**config.mk**
```make
export PLATFORM = sky130hd
export DESIGN_NAME = lsm_sequencer
export DESIGN_NICKNAME = d
export VERILOG_FILES = /design/src/rtl/lsm_sequencer.sv
export SDC_FILE = /design/constraint.sdc
export NUM_CORES = 1
export LEC_CHECK = 0
export BUFFER_PORTS_ARGS = -buffer_cell sky130_fd_sc_hd__buf_2
export CAP_MARGIN = 0
export CORE_MARGIN = 3
export CORE_UTILIZATION = 56
export CTS_BUF_LIST = sky130_fd_sc_hd__clkbuf_8
export DETAILED_ROUTE_END_ITERATION = 10
export GPL_TIMING_DRIVEN = 0
export PLACE_DENSITY = 0.83
export RECOVER_POWER = 50
export SLEW_MARGIN = 5
export SYNTH_ARGS = -nofsm -noshare
export SYNTH_HDL_FRONTEND = slang
export SYNTH_SLANG_ARGS = --single-unit
```
**constraint.sdc**
```tcl
create_clock -name clk -period 6.2 [get_ports clk]
set_clock_uncertainty 0.05 [all_clocks]
set_input_delay 0.93 -clock clk [delete_from_list [all_inputs] [get_ports clk]]
set_output_delay 0.93 -clock clk [all_outputs]
set_load 0.02 [all_outputs]
```
**src/rtl/lsm_sequencer.sv**
```systemverilog
// lsm_sequencer: micro-sequencer for LDM/STM block transfers (one register per memory beat).
// Optional macro LSM_PC_LOAD_EN adds pc_loaded, a DONE-cycle pulse for loads whose list includes r15.
module lsm_sequencer #(
  parameter int WORD_BYTES = 4
) (
  input  logic        clk,
  input  logic        rst,
  input  logic        start,
  input  logic [31:0] IR,
  input  logic        mem_ready,
  output logic        busy,
  output logic [3:0]  LSM_RD,
  output logic        LSM_RD_MUX,
  output logic        LATCH_REG,
  output logic        REG_GATE_C,
  output logic        MEM_RD,
  output logic        MEM_WR,
  output logic [31:0] ADDR_OFFSET,
  output logic        WB_EN,
  output logic [31:0] WB_OFFSET,
`ifdef LSM_PC_LOAD_EN
  output logic        pc_loaded,
`endif
  output logic        done
);

  typedef enum logic [1:0] {IDLE, XFER, WB, DONE} state_t;

  localparam logic [31:0] STEP = 32'(WORD_BYTES);

  state_t      state_reg, state_next;
  logic [15:0] list_reg, list_next;
  logic [3:0]  rn_reg, rn_next;
  logic        load_reg, load_next;
  logic        wb_reg, wb_next;
  logic        up_reg, up_next;
  logic        pc_reg, pc_next;
  logic [31:0] offset_reg, offset_next;
  logic [31:0] total_reg, total_next;

  logic [4:0]  pop_count;
  logic [31:0] n_bytes;
  logic [15:0] low_onehot;
  logic [3:0]  low_idx;
  logic        last_beat;

  always_comb begin
    pop_count = '0;
    for (int b = 0; b < 16; b++) begin
      pop_count = pop_count + {4'd0, IR[b]};
    end
  end

  assign n_bytes = STEP * {27'd0, pop_count};

  // Isolate the lowest remaining register, then encode it one index bit at a time.
  assign low_onehot = list_reg & (~list_reg + 16'd1);
  assign last_beat  = (list_reg & (list_reg - 16'd1)) == 16'd0;

  for (genvar gi = 0; gi < 4; gi++) begin : g_enc
    logic [15:0] sel_mask;
    always_comb begin
      sel_mask = '0;
      for (int b = 0; b < 16; b++) begin
        sel_mask[b] = b[gi];
      end
    end
    assign low_idx[gi] = |(low_onehot & sel_mask);
  end

  always_ff @(posedge clk) begin
    if (rst) begin
      state_reg  <= IDLE;
      list_reg   <= '0;
      rn_reg     <= '0;
      load_reg   <= 1'b0;
      wb_reg     <= 1'b0;
      up_reg     <= 1'b0;
      pc_reg     <= 1'b0;
      offset_reg <= '0;
      total_reg  <= '0;
    end else begin
      state_reg  <= state_next;
      list_reg   <= list_next;
      rn_reg     <= rn_next;
      load_reg   <= load_next;
      wb_reg     <= wb_next;
      up_reg     <= up_next;
      pc_reg     <= pc_next;
      offset_reg <= offset_next;
      total_reg  <= total_next;
    end
  end

  always_comb begin
    state_next  = state_reg;
    list_next   = list_reg;
    rn_next     = rn_reg;
    load_next   = load_reg;
    wb_next     = wb_reg;
    up_next     = up_reg;
    pc_next     = pc_reg;
    offset_next = offset_reg;
    total_next  = total_reg;
    case (state_reg)
      IDLE: begin
        if (start) begin
          list_next  = IR[15:0];
          rn_next    = IR[19:16];
          load_next  = IR[20];
          up_next    = IR[23];
          // A load that refills Rn itself must not be overwritten by the writeback.
          wb_next    = IR[21] & ~(IR[20] & IR[IR[19:16]]);
          pc_next    = IR[20] & IR[15];
          total_next = n_bytes;
          case ({IR[24], IR[23]})
            2'b01:   offset_next = '0;
            2'b11:   offset_next = STEP;
            2'b00:   offset_next = STEP - n_bytes;
            default: offset_next = 32'd0 - n_bytes;
          endcase
          state_next = (IR[15:0] == 16'd0) ? DONE : XFER;
        end
      end
      XFER: begin
        if (mem_ready) begin
          list_next   = list_reg & (list_reg - 16'd1);
          offset_next = offset_reg + STEP;
          if (last_beat) begin
            state_next = wb_reg ? WB : DONE;
          end
        end
      end
      WB:      state_next = DONE;
      default: begin
        state_next = IDLE;
        list_next  = '0;
      end
    endcase
  end

  always_comb begin
    busy        = 1'b0;
    LSM_RD      = '0;
    LSM_RD_MUX  = 1'b0;
    LATCH_REG   = 1'b0;
    REG_GATE_C  = 1'b0;
    MEM_RD      = 1'b0;
    MEM_WR      = 1'b0;
    ADDR_OFFSET = '0;
    WB_EN       = 1'b0;
    WB_OFFSET   = '0;
    done        = 1'b0;
`ifdef LSM_PC_LOAD_EN
    pc_loaded   = 1'b0;
`endif
    case (state_reg)
      XFER: begin
        busy        = 1'b1;
        LSM_RD      = low_idx;
        LSM_RD_MUX  = 1'b1;
        MEM_RD      = load_reg;
        LATCH_REG   = load_reg & mem_ready;
        MEM_WR      = ~load_reg;
        REG_GATE_C  = ~load_reg;
        ADDR_OFFSET = offset_reg;
      end
      WB: begin
        busy       = 1'b1;
        LSM_RD     = rn_reg;
        LSM_RD_MUX = 1'b1;
        LATCH_REG  = 1'b1;
        WB_EN      = 1'b1;
        WB_OFFSET  = up_reg ? total_reg : (32'd0 - total_reg);
      end
      DONE: begin
        busy = 1'b1;
        done = 1'b1;
`ifdef LSM_PC_LOAD_EN
        pc_loaded = pc_reg;
`endif
      end
      default: ;
    endcase
  end

endmodule

```
After elaboration in Yosys (flattened, before gate mapping)
Index checks and enable logic that the tools add are counted.
{"block": "word_totals", "out_inout_bits": 76, "word_cells": 88, "ff_bits": 62}
{"block": "classes", "order_cmp": 1, "n_addsub": 21, "muxes": 26, "bitwise_logic": 9, "n_eq_ne": 8, "n_reduce_logical": 15}
{"operator": "2-to-1 mux 32 bit", "count": 5}
{"operator": "case mux 32 bit (3 select lines)", "count": 1}
{"operator": "case mux 32 bit (2 select lines)", "count": 1}
{"operator": "adder 5 x 1 -> 5 bit", "count": 11}
{"operator": "case mux 16 bit (3 select lines)", "count": 1}
{"operator": "adder 32 x 3 -> 32 bit, second input constant", "count": 1}
{"operator": "bitwise AND 16 bit", "count": 2}
{"operator": "zero test 16 bit", "count": 2}
{"operator": "2-to-1 mux 16 bit", "count": 2}
{"operator": "OR reduction 8 bit", "count": 4}
{"operator": "adder 16 x 1 -> 16 bit, second input constant", "count": 1}
{"operator": "inverter 16 bit", "count": 1}
{"operator": "subtractor 1 x 7 -> 8 bit, first input constant", "count": 2}
{"operator": "subtractor 16 x 1 -> 16 bit, second input constant", "count": 1}
{"operator": "AND reduction 3 bit", "count": 3}
{"operator": "2-to-1 mux 1 bit", "count": 8}
{"operator": "2-to-1 mux 2 bit", "count": 4}
{"operator": "case mux 4 bit (2 select lines)", "count": 1}
{"operator": "subtractor 3 x 7 -> 8 bit, first input constant", "count": 1}
{"operator": "equality test 2 bit, second input constant", "count": 3}
{"operator": "less-than comparator 4 x 6 -> 1 bit, second input constant", "count": 1}
{"operator": "inequality test 2 bit, second input constant", "count": 3}
{"operator": "case mux 2 bit (3 select lines)", "count": 1}
{"operator": "adder 4 x 1 -> 5 bit", "count": 1}
{"operator": "other kinds (13)", "count": 19}

Depth between registers and ports, before layout
Gate-level depths: netlist (run 1).
{"block": "depth", "word_depth": 19, "depth_mapped": 16, "depth_no_buf": 16}

Worst setup path before layout (run 1)
Ideal clock, no wire load.
{"block": "synth_path", "path_type": "input to register", "start": "in IR[0]", "end": "reg offset_reg[22]", "arrival_ns": 5.254, "setup_time_ns": 0.134, "slack_ns": 0.763, "path_stages": 15, "required_time_ns": 6.016, "cell_sequence": "inv_1 -> fa_1 -> fa_1 -> fa_1 -> fa_1 -> inv_1 -> ha_1 -> fa_1 -> xnor2_1 -> ha_1 -> a21boi_0 -> a31oi_1 -> clkbuf_1 -> a311oi_1 -> nor4_1"}
{"block": "synth_via", "elab_chain_len": 19, "word_cells_on_any_way": 20}
{"element": "start, declared", "line_no": "9", "source": "input logic [31:0] IR,"}
{"element": "adder 1 x 1 -> 2 bit (*)", "line_no": "50", "source": "pop_count = pop_count + {4'd0, IR[b]};"}
{"element": "adder 2 x 1 -> 3 bit (*)", "line_no": "50"}
{"element": "adder 3 x 1 -> 4 bit (*)", "line_no": "50"}
{"element": "adder 4 x 1 -> 5 bit (*)", "line_no": "50"}
{"element": "adder 5 x 1 -> 5 bit (*) (11 in a row)", "line_no": "50"}
{"element": "subtractor 1 x 7 -> 8 bit or subtractor 3 x 7 -> 8 bit (tied branches)", "line_no": "120, 119"}
{"element": "case mux 32 bit (3 select lines) (*)", "line_no": "116", "source": "case ({IR[24], IR[23]})"}
{"element": "2-to-1 mux 32 bit (*)", "line_no": "107", "source": "if (start) begin"}
{"element": "case mux 32 bit (2 select lines) (*)", "line_no": "105", "source": "case (state_reg)"}
{"element": "end signal, assigned", "line_no": "90", "source": "offset_reg <= offset_next;"}
{"element": "end, declared", "line_no": "38", "source": "logic [31:0] offset_reg, offset_next;"}
Every way passes the cells marked *; elsewhere a longest branch is shown, timed or not. The select of a mux whose other input is x is not followed.
A chain may end at the register's enable or synchronous reset.

Final worst setup path (run 1)
{"block": "layout_path", "start": "in IR[5]", "end": "reg offset_reg[22]"}
{"block": "layout_via", "elab_chain_len": 15, "word_cells_on_any_way": 16}
{"element": "adder 5 x 1 -> 5 bit (*) (11 in a row)", "line_no": "50"}
{"element": "subtractor 1 x 7 -> 8 bit or subtractor 3 x 7 -> 8 bit (tied branches)", "line_no": "120, 119"}
{"element": "case mux 32 bit (3 select lines) (*)", "line_no": "116"}
{"element": "2-to-1 mux 32 bit (*)", "line_no": "107"}
{"element": "case mux 32 bit (2 select lines) (*)", "line_no": "105"}
Marked as above.

==> flow_metrics.py, run 1 <==
metrics = {
    "synth": {
        "synthTopCellsByArea": "dfxtp_1, nor2_1, nand2_1, a21oi_1, buf_4",
        "synth_commonest_cells": "nor2_1, nand2_1, dfxtp_1, inv_1, a21oi_1",
        "synth.top_cell.area_share_pct": 25.2,
        "async_flop_share_pct": 0,
        "synth.cell_area_sq_um": 4760,
        "yosysTopAreaCell": "dfxtp_1",
        "synth_warnings": 0,
        "synth.most_common_cell": "nor2_1",
        "ys_ff_latch": 60,
        "synth_seq_area_share_pct": 25.2,
        "syn_avg_cell_area_sq_um": 7.34,
        "synth_cell_type_count": 68,
        "synth_edf_count": 0,
        "synthCells": 648,
        "synthFlopType": "dfxtp_1",
    },
    "setup_path": {
        "crit_type": "input port to flop",
        "crit_path_end_kind": "flop",
        "worstPathArrival_ns": 5.99,
        "crit_path_start_kind": "input port",
        "crit_start": "IR[5]",
        "cp_data_required_time_ns": 6.36,
        "path_max_fanout": 10,
        "rr_startpoint": "state_reg[1]$_SDFFE_PP0P_",
        "ff2ff_path_depth": 11,
    },
    "timing": {
        "tightest_slew_ns": 0.723,
        "post-route-min-period_ns": 5.83,
        "setup_violations": 0,
        "finalMaxSlewViolations": 0,
        "tns_ns": 0,
        "rsz0062_at_grt": "no",
        "finalHoldViolCount": 0,
        "post-route-period-util_pct": 94.0,
        "relSlewSlack_pct": 51.6,
        "max_freq_ghz": 0.172,
        "setup_ws_ns": 0.370,
    },
    "global_route": {
        "antenna_found_initial": 0,
        "grt_max_degree": 18,
        "grt_pass1_vias": 4837,
        "overflow": 0,
        "grt.total_usage_pct": 30.2,
        "grt_pass1_wl_microns": 23900,
    },
    "power": {
        "netSwitchingFraction_pct": 50.9,
        "p_total_uw": 2940,
        "cellPowerDensity_nw_per_um2": 528,
        "power_frac_clock_pct": 13.4,
        "p_switching_uw": 1500,
        "power.leakage_uw": 0.00239,
        "p_int_uw": 1440,
        "peakVddDrop_v": 0.000344,
        "combinationalPowerShare_pct": 63.7,
        "p_seq_share_pct": 23.0,
    },
    "finish": {
        "stdcell_count": 867,
        "nNetsFinal": 821,
        "drive_above_1_share_pct": 18.3,
        "largest_reg_flops": 30,
        "diodes": 0,
        "area_delta_synth_final_pct": 17.1,
    },
    "drt": {
        "drc": 0,
        "dr.pass1.iters": 5,
        "ant_nets": 0,
        "highest_layer": "met4",
        "met1_length_microns": 5800,
        "wl_met2_microns": 7170,
        "vias": 5290,
        "viasPerCell": 6.10,
        "totalWireLength_microns": 14900,
        "wl_per_cell_microns": 17.2,
        "met3_wirelength_microns": 1480,
        "drt-initial-drc-count": 466,
    },
    "die": {
        "rows": 32,
        "core_sq_um": 7970,
        "dieHeight_microns": 98.2,
        "dieArea_sq_um": 9640,
        "ios": 112,
        "die_w_microns": 98.2,
        "initial_utilization_pct": 59.7,
    },
    "clocking": {
        "clk_latency_ns": 0.34,
        "clkSinkCount": 60,
        "htree_levels": 3,
        "cts_root_buf": "clkbuf_8",
        "clk_pin_slew_ns": 0.07,
        "postCtsSetupRepairBufs": 0,
        "ctsHoldBuffers": 0,
        "cts-resized-gates": 0,
        "cts_buffer_depth": 2,
        "cts_buffers": 9,
        "cts_tree": "built",
    },
    "outcome": {
        "status": "finished clean",
    },
    "place": {
        "globalplace.congestion": 0.985,
        "preCtsSetupSlack_ns": 0.0995,
        "port_buffers": 97,
        "hpwl_microns": 11300,
        "place_inst": 851,
    },
    "worst_hold_path": {
        "hold_class": "flop to flop",
        "min_path_cells": 2,
        "hold_start": "wb_reg$_SDFFE_PP0P_",
    },
    "run": {
        "drv_cap": 0,
    },
}
[cells by family after synthesis]
group	count (synthesis)	share of synthesized area [%]
and+or+nand+nor	256	27.3
AOI/OAI and AO/OA	171	22.7
buffers and inverters	119	12.0
DFF	60	25.2
adders and majority gates	28	8.78
muxes	7	2.81
xor gates and xnor gates	6	1.10
other	1	0.0788
[per-layer routing]
| layer | up-vias | GRT usage [%] |
|---|---|---|
| met4 | 0 | 10.7 |
| met5 | - | 0 |
| met1 | 2439 | 38.2 |
| met2 | 325 | 51.2 |
| met3 | 46 | 6.14 |
| li1 | 2480 | - |
[metrics by stage]
step	instance area [sq um]	utilization (%)	hold slack, ns
2_1_floorplan	4770	-	0.382
3_3_place_gp	5380	67.5	0.395
3_5_place_dp	5390	67.6	0.399
4_1_cts	5610	70.4	0.406
5_1_grt	5570	69.9	0.443
6_report	5570	69.9	0.408
[cell type report]
type,count,area (sq um)
multi-input combinational,472,3000
clock buffer,10,138
timing repair buffer,98,460
clock inverter,6,78.8
sequential,60,1200
fill,717,2390
inverter,50,188
buffer,69,382
tap,102,128
[path summary, 6_finish.rpt]
| check | endpoint | slack (ns) |
|---|---|---|
| worst max-delay path | offset_reg[22]$_SDFFE_PP0P_ | 0.37 |
| worst min-delay path | wb_reg$_SDFFE_PP0P_ | 0.41 |
| worst max register to register | list_reg[10]$_SDFFE_PP0P_ | 3.02 |
| worst min register to register | wb_reg$_SDFFE_PP0P_ | 0.41 |
[placed cells by master (no fill, tap or decap), drive strengths merged, types with 5 or more instances in the layout]
| master | synthesis | routed |
|---|---|---|
| a31oi | 12 | 12 |
| clkbuf | 35 | 84 |
| ha | 15 | 15 |
| a221oi | 6 | 6 |
| a22oi | 11 | 11 |
| nand2 | 62 | 62 |
| and2 | 30 | 30 |
| nand4 | 6 | 6 |
| o21ai | 46 | 46 |
| or3 | 6 | 6 |
| inv | 50 | 51 |
| o32ai | 6 | 6 |
| or2 | 6 | 6 |
| buf | 34 | 93 |
| nor3 | 26 | 26 |
| nor4 | 12 | 12 |
| nor2 | 68 | 68 |
| fa | 10 | 10 |
| a21o | 6 | 6 |
| nand3 | 10 | 10 |
| nand2b | 5 | 5 |
| and3 | 6 | 6 |
| mux4 | 5 | 5 |
| dfxtp | 60 | 60 |
| a21boi | 5 | 5 |
| a21oi | 46 | 46 |
| a211oi | 6 | 6 |
[worst max-delay path, stage by stage]
cell and delay, ns:
buf_2 0.15, inv_1 0.08, fa_1 0.56, fa_1 0.45, fa_1 0.49, fa_1 0.49, inv_1 0.04, ha_1 0.22
fa_1 0.43, xnor2_1 0.51, ha_1 0.23, a21boi_0 0.35, a31oi_1 0.33, clkbuf_1 0.33, a311oi_1 0.34, nor4_1 0.08
[power groups by stage]
stage | clock, uW | sequential, uW | combinational (uW)
finish | 393 | 675 | 1870
global route | 415 | 697 | 2050
CTS | 396 | 667 | 1850
detailed placement | 0 | 676 | 1830
global placement | 0 | 669 | 1780
floorplan | 0 | 631 | 1370
No activity file was read; power rests on OpenSTA's default activity.
==> inputs of run 2 (changes only) <==
==> constraint.sdc (replaced) <==
create_clock -name clk -period 5.47 [get_ports clk]
set_clock_uncertainty 0.05 [all_clocks]
set_input_delay 0.8205 -clock clk [delete_from_list [all_inputs] [get_ports clk]]
set_output_delay 0.8205 -clock clk [all_outputs]
set_load 0.02 [all_outputs]
==> flow_metrics.py, run 2 (synthesis results as in run 1) <==
metrics = {
    "timing": {
        "finalHoldViolCount": 0,
        "post-route-period-util_pct": 96.6,
        "max_freq_ghz": 0.189,
        "setup_violations": 0,
        "tightest_slew_ns": 0.720,
        "setup_ws_ns": 0.185,
        "relSlewSlack_pct": 51.8,
        "finalMaxSlewViolations": 0,
        "post-route-min-period_ns": 5.29,
        "whs_ns": 0.409,
        "rsz0062_at_grt": "no",
    },
    "finish": {
        "area_delta_synth_final_pct": 17.8,
        "drive_above_1_share_pct": 19.0,
        "final_cell_mix": "buf_2, nor2_1, nand2_1, dfxtp_1, clkbuf_1",
        "ff_latch_area_sq_um": 1200,
        "post-route-util_pct": 70.3,
        "diodes": 0,
        "nNetsFinal": 821,
        "fillers": 716,
        "largest_reg_flops": 30,
        "final_area_sq_um": 5600,
        "multi_input_area_sq_um": 3030,
        "mostFrequentLayoutCell": "buf_2",
    },
    "clocking": {
        "cts_root_buf": "clkbuf_8",
        "htree_levels": 3,
        "ctsHoldBuffers": 0,
        "clkSinkCount": 60,
        "cts_tree": "built",
        "clk_latency_ns": 0.34,
        "cts_buffers": 9,
        "clk_pin_slew_ns": 0.07,
        "cts_buffer_depth": 2,
    },
    "setup_path": {
        "worstPathArrival_ns": 5.49,
        "path_buf_inv": 4,
        "r2r-end": "list_reg[10]$_SDFFE_PP0P_",
        "path_max_fanout": 10,
        "crit_type": "input port to flop",
        "crit_path_end_kind": "flop",
        "cp_data_required_time_ns": 5.67,
        "ff2ff_path_depth": 11,
        "crit_chain": "buf_2 -> inv_1 -> fa_1 -> fa_1 -> fa_1 -> fa_1 -> inv_1 -> ha_1 -> fa_1 -> xnor2_4 -> ha_1 -> a21boi_2 -> a31oi_2 -> clkbuf_2 -> nor3_1 -> nor4_1",
        "path_common_cell": "fa_1",
        "crit_path_start_kind": "input port",
        "r2r_setup_slack_ns": 2.33,
        "rr_startpoint": "state_reg[1]$_SDFFE_PP0P_",
        "cp_slowest_stage_delay_ns": 0.55,
        "critPathTopFamily": "adder cells",
        "critPathSlowestCell": "fa_1",
    },
    "worst_hold_path": {
        "hold_end": "wb_reg$_SDFFE_PP0P_",
        "hold_start": "wb_reg$_SDFFE_PP0P_",
        "hold_class": "flop to flop",
        "min_path_cells": 2,
    },
    "global_route": {
        "grt.total_usage_pct": 30.2,
        "overflow": 0,
        "grt_pass1_wl_microns": 23900,
        "grt_max_degree": 18,
        "antenna_found_initial": 0,
        "grt_pass1_vias": 4846,
    },
    "place": {
        "hpwl_microns": 11300,
        "dpl_cell_area_sq_um": 5390,
        "port_buffers": 97,
        "preCtsSetupSlack_ns": -0.521,
        "globalplace.congestion": 0.985,
    },
    "power": {
        "cellPowerDensity_nw_per_um2": 604,
        "p_total_uw": 3380,
        "power.leakage_uw": 0.00240,
        "peakVddDrop_v": 0.000390,
    },
    "drt": {
        "drc": 0,
        "ant_nets": 0,
        "drt-initial-drc-count": 384,
        "totalWireLength_microns": 14800,
        "vias": 5207,
        "dr.pass1.iters": 5,
        "viasPerCell": 6.01,
        "wl_per_cell_microns": 17.1,
    },
    "die": {
        "ios": 112,
        "die_w_microns": 98.2,
        "dieHeight_microns": 98.2,
        "rows": 32,
        "initial_utilization_pct": 59.7,
        "core_sq_um": 7970,
        "dieArea_sq_um": 9640,
    },
    "outcome": {
        "status": "finished clean",
    },
    "run": {
        "drv_cap": 0,
    },
}
[run 2: final cells by class]
class	instances	area share (%)
Clock buffer	10	2.46
Clock inverter	6	1.41
Multi-Input combinational cell	472	54.0
Tap cell	102	2.28
Sequential cell	60	21.4
Inverter	50	3.35
Timing Repair Buffer	98	8.22
Buffer	69	6.85
[run 2: through the flow]
stage	TNS (ns)	instances
2_1_floorplan	0	651
3_3_place_gp	-6.66	850
3_5_place_dp	-8.70	851
4_1_cts	0	867
5_1_grt	0	867
6_report	0	867
[run 2: worst max path at each step]
stage	from	end	slack [ns]	cells past startpoint
floorplan	IR[0]	offset_reg[22]$_SDFFE_PP0P_	0.14	15
global placement	IR[5]	offset_reg[22]$_SDFFE_PP0P_	-0.40	16
detailed placement	IR[5]	offset_reg[22]$_SDFFE_PP0P_	-0.52	16
CTS	IR[5]	offset_reg[22]$_SDFFE_PP0P_	0.03	16
global route	IR[0]	offset_reg[21]$_SDFFE_PP0P_	0.02	16
finish	IR[5]	offset_reg[21]$_SDFFE_PP0P_	0.18	16
[run 2: tightest hold or removal path: cells and delay by family (launching register included)]
family           cells  cell delay (ns)
flip-flops           1             0.31
AND/OR/NAND/NOR      1             0.05
AO/OA/AOI/OAI        1             0.05
[run 2: per-layer routing]
layer  GRT usage, %  up-vias  wire [microns]
met5              0        -               0
met4           10.7        0             403
met3           6.14       42            1320
met2           51.3      294            7160
met1           38.2     2389            5950
li1               -     2482               -
[run 2: what timing repair did]
action | 4_1_cts | 5_1_grt
hold endpoints to repair | 0 | 0
resized for setup | 2 | 7
setup buffers | 0 | 0
endpoints found under the setup margin | 15 | 22
[run 2: where the power goes]
| group | total, uW | internal, uW | leakage, uW | switching [uW] |
|---|---|---|---|---|
| logic | 2170 | 812 | 0.00180 | 1360 |
| registers | 765 | 588 | 0.000492 | 176 |
| clock network | 449 | 265 | 0.000117 | 184 |
| total | 3380 | 1660 | 0.00240 | 1720 |
==> inputs of run 3 (changes only) <==
--- a/config.mk
+++ b/config.mk
@@ -5,14 +5,15 @@
 export SDC_FILE = /design/constraint.sdc
 export NUM_CORES = 1
 export LEC_CHECK = 0
+export ABC_AREA = 1
 export BUFFER_PORTS_ARGS = -buffer_cell sky130_fd_sc_hd__buf_2
 export CAP_MARGIN = 0
 export CORE_MARGIN = 3
-export CORE_UTILIZATION = 56
+export CORE_UTILIZATION = 55
 export CTS_BUF_LIST = sky130_fd_sc_hd__clkbuf_8
 export DETAILED_ROUTE_END_ITERATION = 10
 export GPL_TIMING_DRIVEN = 0
-export PLACE_DENSITY = 0.83
+export PLACE_DENSITY = 0.81
 export RECOVER_POWER = 50
 export SLEW_MARGIN = 5
 export SYNTH_ARGS = -nofsm -noshare
==> flow_metrics.py, run 3 <==
metrics = {
    "outcome": {
        "status": "finished clean",
    },
    "global_route": {
        "overflow": 0,
        "grt.total_usage_pct": 27.8,
        "grt_pass1_wl_microns": 23300,
        "grt_pass1_vias": 4893,
        "grt_max_degree": 26,
        "antenna_found_initial": 0,
    },
    "worst_hold_path": {
        "hold_start": "wb_reg$_SDFFE_PP0P_",
        "hold_end": "wb_reg$_SDFFE_PP0P_",
        "min_path_cells": 2,
        "hold_class": "flop to flop",
    },
    "place": {
        "place_inst": 1025,
        "port_buffers": 98,
        "globalplace.congestion": 0.891,
        "dpl_cell_area_sq_um": 5700,
        "hpwl_microns": 10900,
    },
    "drt": {
        "drc": 0,
        "totalWireLength_microns": 14000,
        "wl_per_cell_microns": 13.4,
        "vias": 5643,
        "drt-initial-drc-count": 478,
        "viasPerCell": 5.43,
        "ant_nets": 0,
        "dr.pass1.iters": 5,
    },
    "finish": {
        "largest_reg_flops": 30,
        "fillers": 886,
        "final_cell_mix": "nand2_1, inv_1, a21oi_1, o21ai_0, nor2_1",
        "nNetsFinal": 989,
        "drive_above_1_share_pct": 15.0,
        "diodes": 0,
        "final_area_sq_um": 5800,
        "multi_input_area_sq_um": 2970,
        "ff_latch_area_sq_um": 1200,
        "mostFrequentLayoutCell": "nand2_1",
        "stdcell_count": 1039,
        "area_delta_synth_final_pct": 14.6,
    },
    "synth": {
        "ys_ff_latch": 60,
        "synthFlopType": "dfxtp_1",
        "yosysTopAreaCell": "dfxtp_1",
        "syn_avg_cell_area_sq_um": 6.20,
        "synth_cell_type_count": 48,
        "async_flop_share_pct": 0,
        "synth.top_cell.area_share_pct": 23.7,
        "synth.cell_area_sq_um": 5060,
        "synthCells": 816,
        "synthTopCellsByArea": "dfxtp_1, nand2_1, inv_1, a21oi_1, o21ai_0",
        "synth_edf_count": 0,
        "synth_commonest_cells": "nand2_1, inv_1, a21oi_1, o21ai_0, nor2_1",
        "synth_warnings": 0,
        "synth_seq_area_share_pct": 23.7,
        "synth.most_common_cell": "nand2_1",
    },
    "clocking": {
        "ctsHoldBuffers": 0,
        "clk_latency_ns": 0.34,
        "cts_buffers": 9,
        "clkSinkCount": 60,
        "cts-resized-gates": 0,
        "clk_pin_slew_ns": 0.07,
        "cts_root_buf": "clkbuf_8",
        "postCtsSetupRepairBufs": 0,
        "htree_levels": 3,
        "cts_buffer_depth": 2,
        "cts_tree": "built",
    },
    "die": {
        "ios": 112,
        "die_w_microns": 102,
        "initial_utilization_pct": 57.2,
        "dieArea_sq_um": 10400,
        "rows": 34,
        "core_sq_um": 8850,
        "dieHeight_microns": 102,
    },
    "power": {
        "peakVddDrop_v": 0.000310,
        "cellPowerDensity_nw_per_um2": 545,
        "p_total_uw": 3160,
        "power.leakage_uw": 0.00299,
    },
    "timing": {
        "setup_violations": 0,
        "post-route-period-util_pct": 91.8,
        "finalMaxSlewViolations": 0,
        "rsz0062_at_grt": "no",
        "tns_ns": 0,
        "max_freq_ghz": 0.199,
        "post-route-min-period_ns": 5.02,
        "finalHoldViolCount": 0,
        "tightest_slew_ns": 0.749,
        "relSlewSlack_pct": 49.4,
    },
    "setup_path": {
        "worstPathArrival_ns": 5.20,
        "crit_path_start_kind": "input port",
        "crit_path_end_kind": "flop",
        "r2r-end": "offset_reg[28]$_SDFFE_PP0P_",
        "ff2ff_path_depth": 7,
        "rr_startpoint": "state_reg[1]$_SDFFE_PP0P_",
        "cp_data_required_time_ns": 5.65,
        "path_max_fanout": 10,
        "crit_type": "input port to flop",
        "critPathTopFamily": "adder cells",
        "path_buf_inv": 7,
        "critPathSlowestCell": "fa_1",
        "crit_chain": "buf_2 -> inv_1 -> fa_1 -> fa_1 -> fa_1 -> fa_1 -> inv_1 -> ha_1 -> fa_1 -> nor2_1 -> nor2_1 -> inv_1 -> ha_1 -> inv_1 -> nor2_1 -> o211ai_1 -> nand2_2 -> nand2_2 -> buf_6 -> o21ai_0 -> inv_1",
        "r2r_setup_slack_ns": 2.86,
        "cp_slowest_stage_delay_ns": 0.55,
    },
    "run": {
        "drv_cap": 0,
    },
}
==> run 3: worst max path at each step <==
stage / cells after the start / slack [ns] / start / endpoint
6_report: 21 / 0.45 / IR[1] / offset_reg[14]$_SDFFE_PP0P_
5_1_grt: 21 / 0.19 / IR[1] / offset_reg[14]$_SDFFE_PP0P_
4_1_cts: 21 / 0.49 / IR[1] / offset_reg[11]$_SDFFE_PP0P_
3_5_place_dp: 21 / 0.15 / IR[1] / offset_reg[14]$_SDFFE_PP0P_
3_3_place_gp: 21 / 0.18 / IR[1] / offset_reg[14]$_SDFFE_PP0P_
2_1_floorplan: 20 / 0.70 / IR[0] / offset_reg[15]$_SDFFE_PP0P_
==> run 3: where the power goes <==
| group | internal, uW | switching [uW] | leakage (uW) |
|---|---|---|---|
| Sequential | 606 | 197 | 0.000497 |
| Clock | 168 | 175 | 0.0000890 |
| Combinational | 679 | 1340 | 0.00240 |
| Total | 1450 | 1710 | 0.00299 |
==> run 3: through the flow <==
step	worst slack (ns)	hold slack [ns]	utilization, %
global route	0.194	0.456	65.6
finish	0.450	0.430	65.6
global placement	0.178	0.402	64.4
CTS	0.493	0.429	66.2
detailed placement	0.154	0.419	64.4
floorplan	0.703	0.392	-
==> run 3: layout make-up <==
type	instances	share of cell area, %
timing repair buffer	98	7.66
sequential	60	20.7
multi-input combinational	556	51.3
inverter	146	9.45
clock inverter	4	0.324
clock buffer	10	2.37
tap	108	2.33
buffer	57	5.91
==> run 3: tightest hold or removal path, delay by kind of cell (launching register included) <==
family           cells  cell delay [ns]
flip-flops           1             0.31
AO/OA/AOI/OAI        1             0.06
AND/OR/NAND/NOR      1             0.06
==> run 3: logic make-up after synthesis <==
family          Yosys count  share of synthesized area (%)
compound gates          198                           21.2
xor+xnor                  6                           1.04
simple gates            323                           28.5
buf+inv                 203                           17.7
fa+ha+maj                25                           7.66
other cells               1                         0.0741
flops                    60                           23.7
==> run 3: routing by layer <==
| layer | up-vias | global-route usage [%] | part of all wire, % |
|---|---|---|---|
| li1 | 2826 | - | - |
| met5 | - | 0 | 0 |
| met3 | 34 | 4.37 | 8.7 |
| met2 | 304 | 42.1 | 43 |
| met1 | 2479 | 40.5 | 46 |
| met4 | 0 | 9.38 | 2.7 |
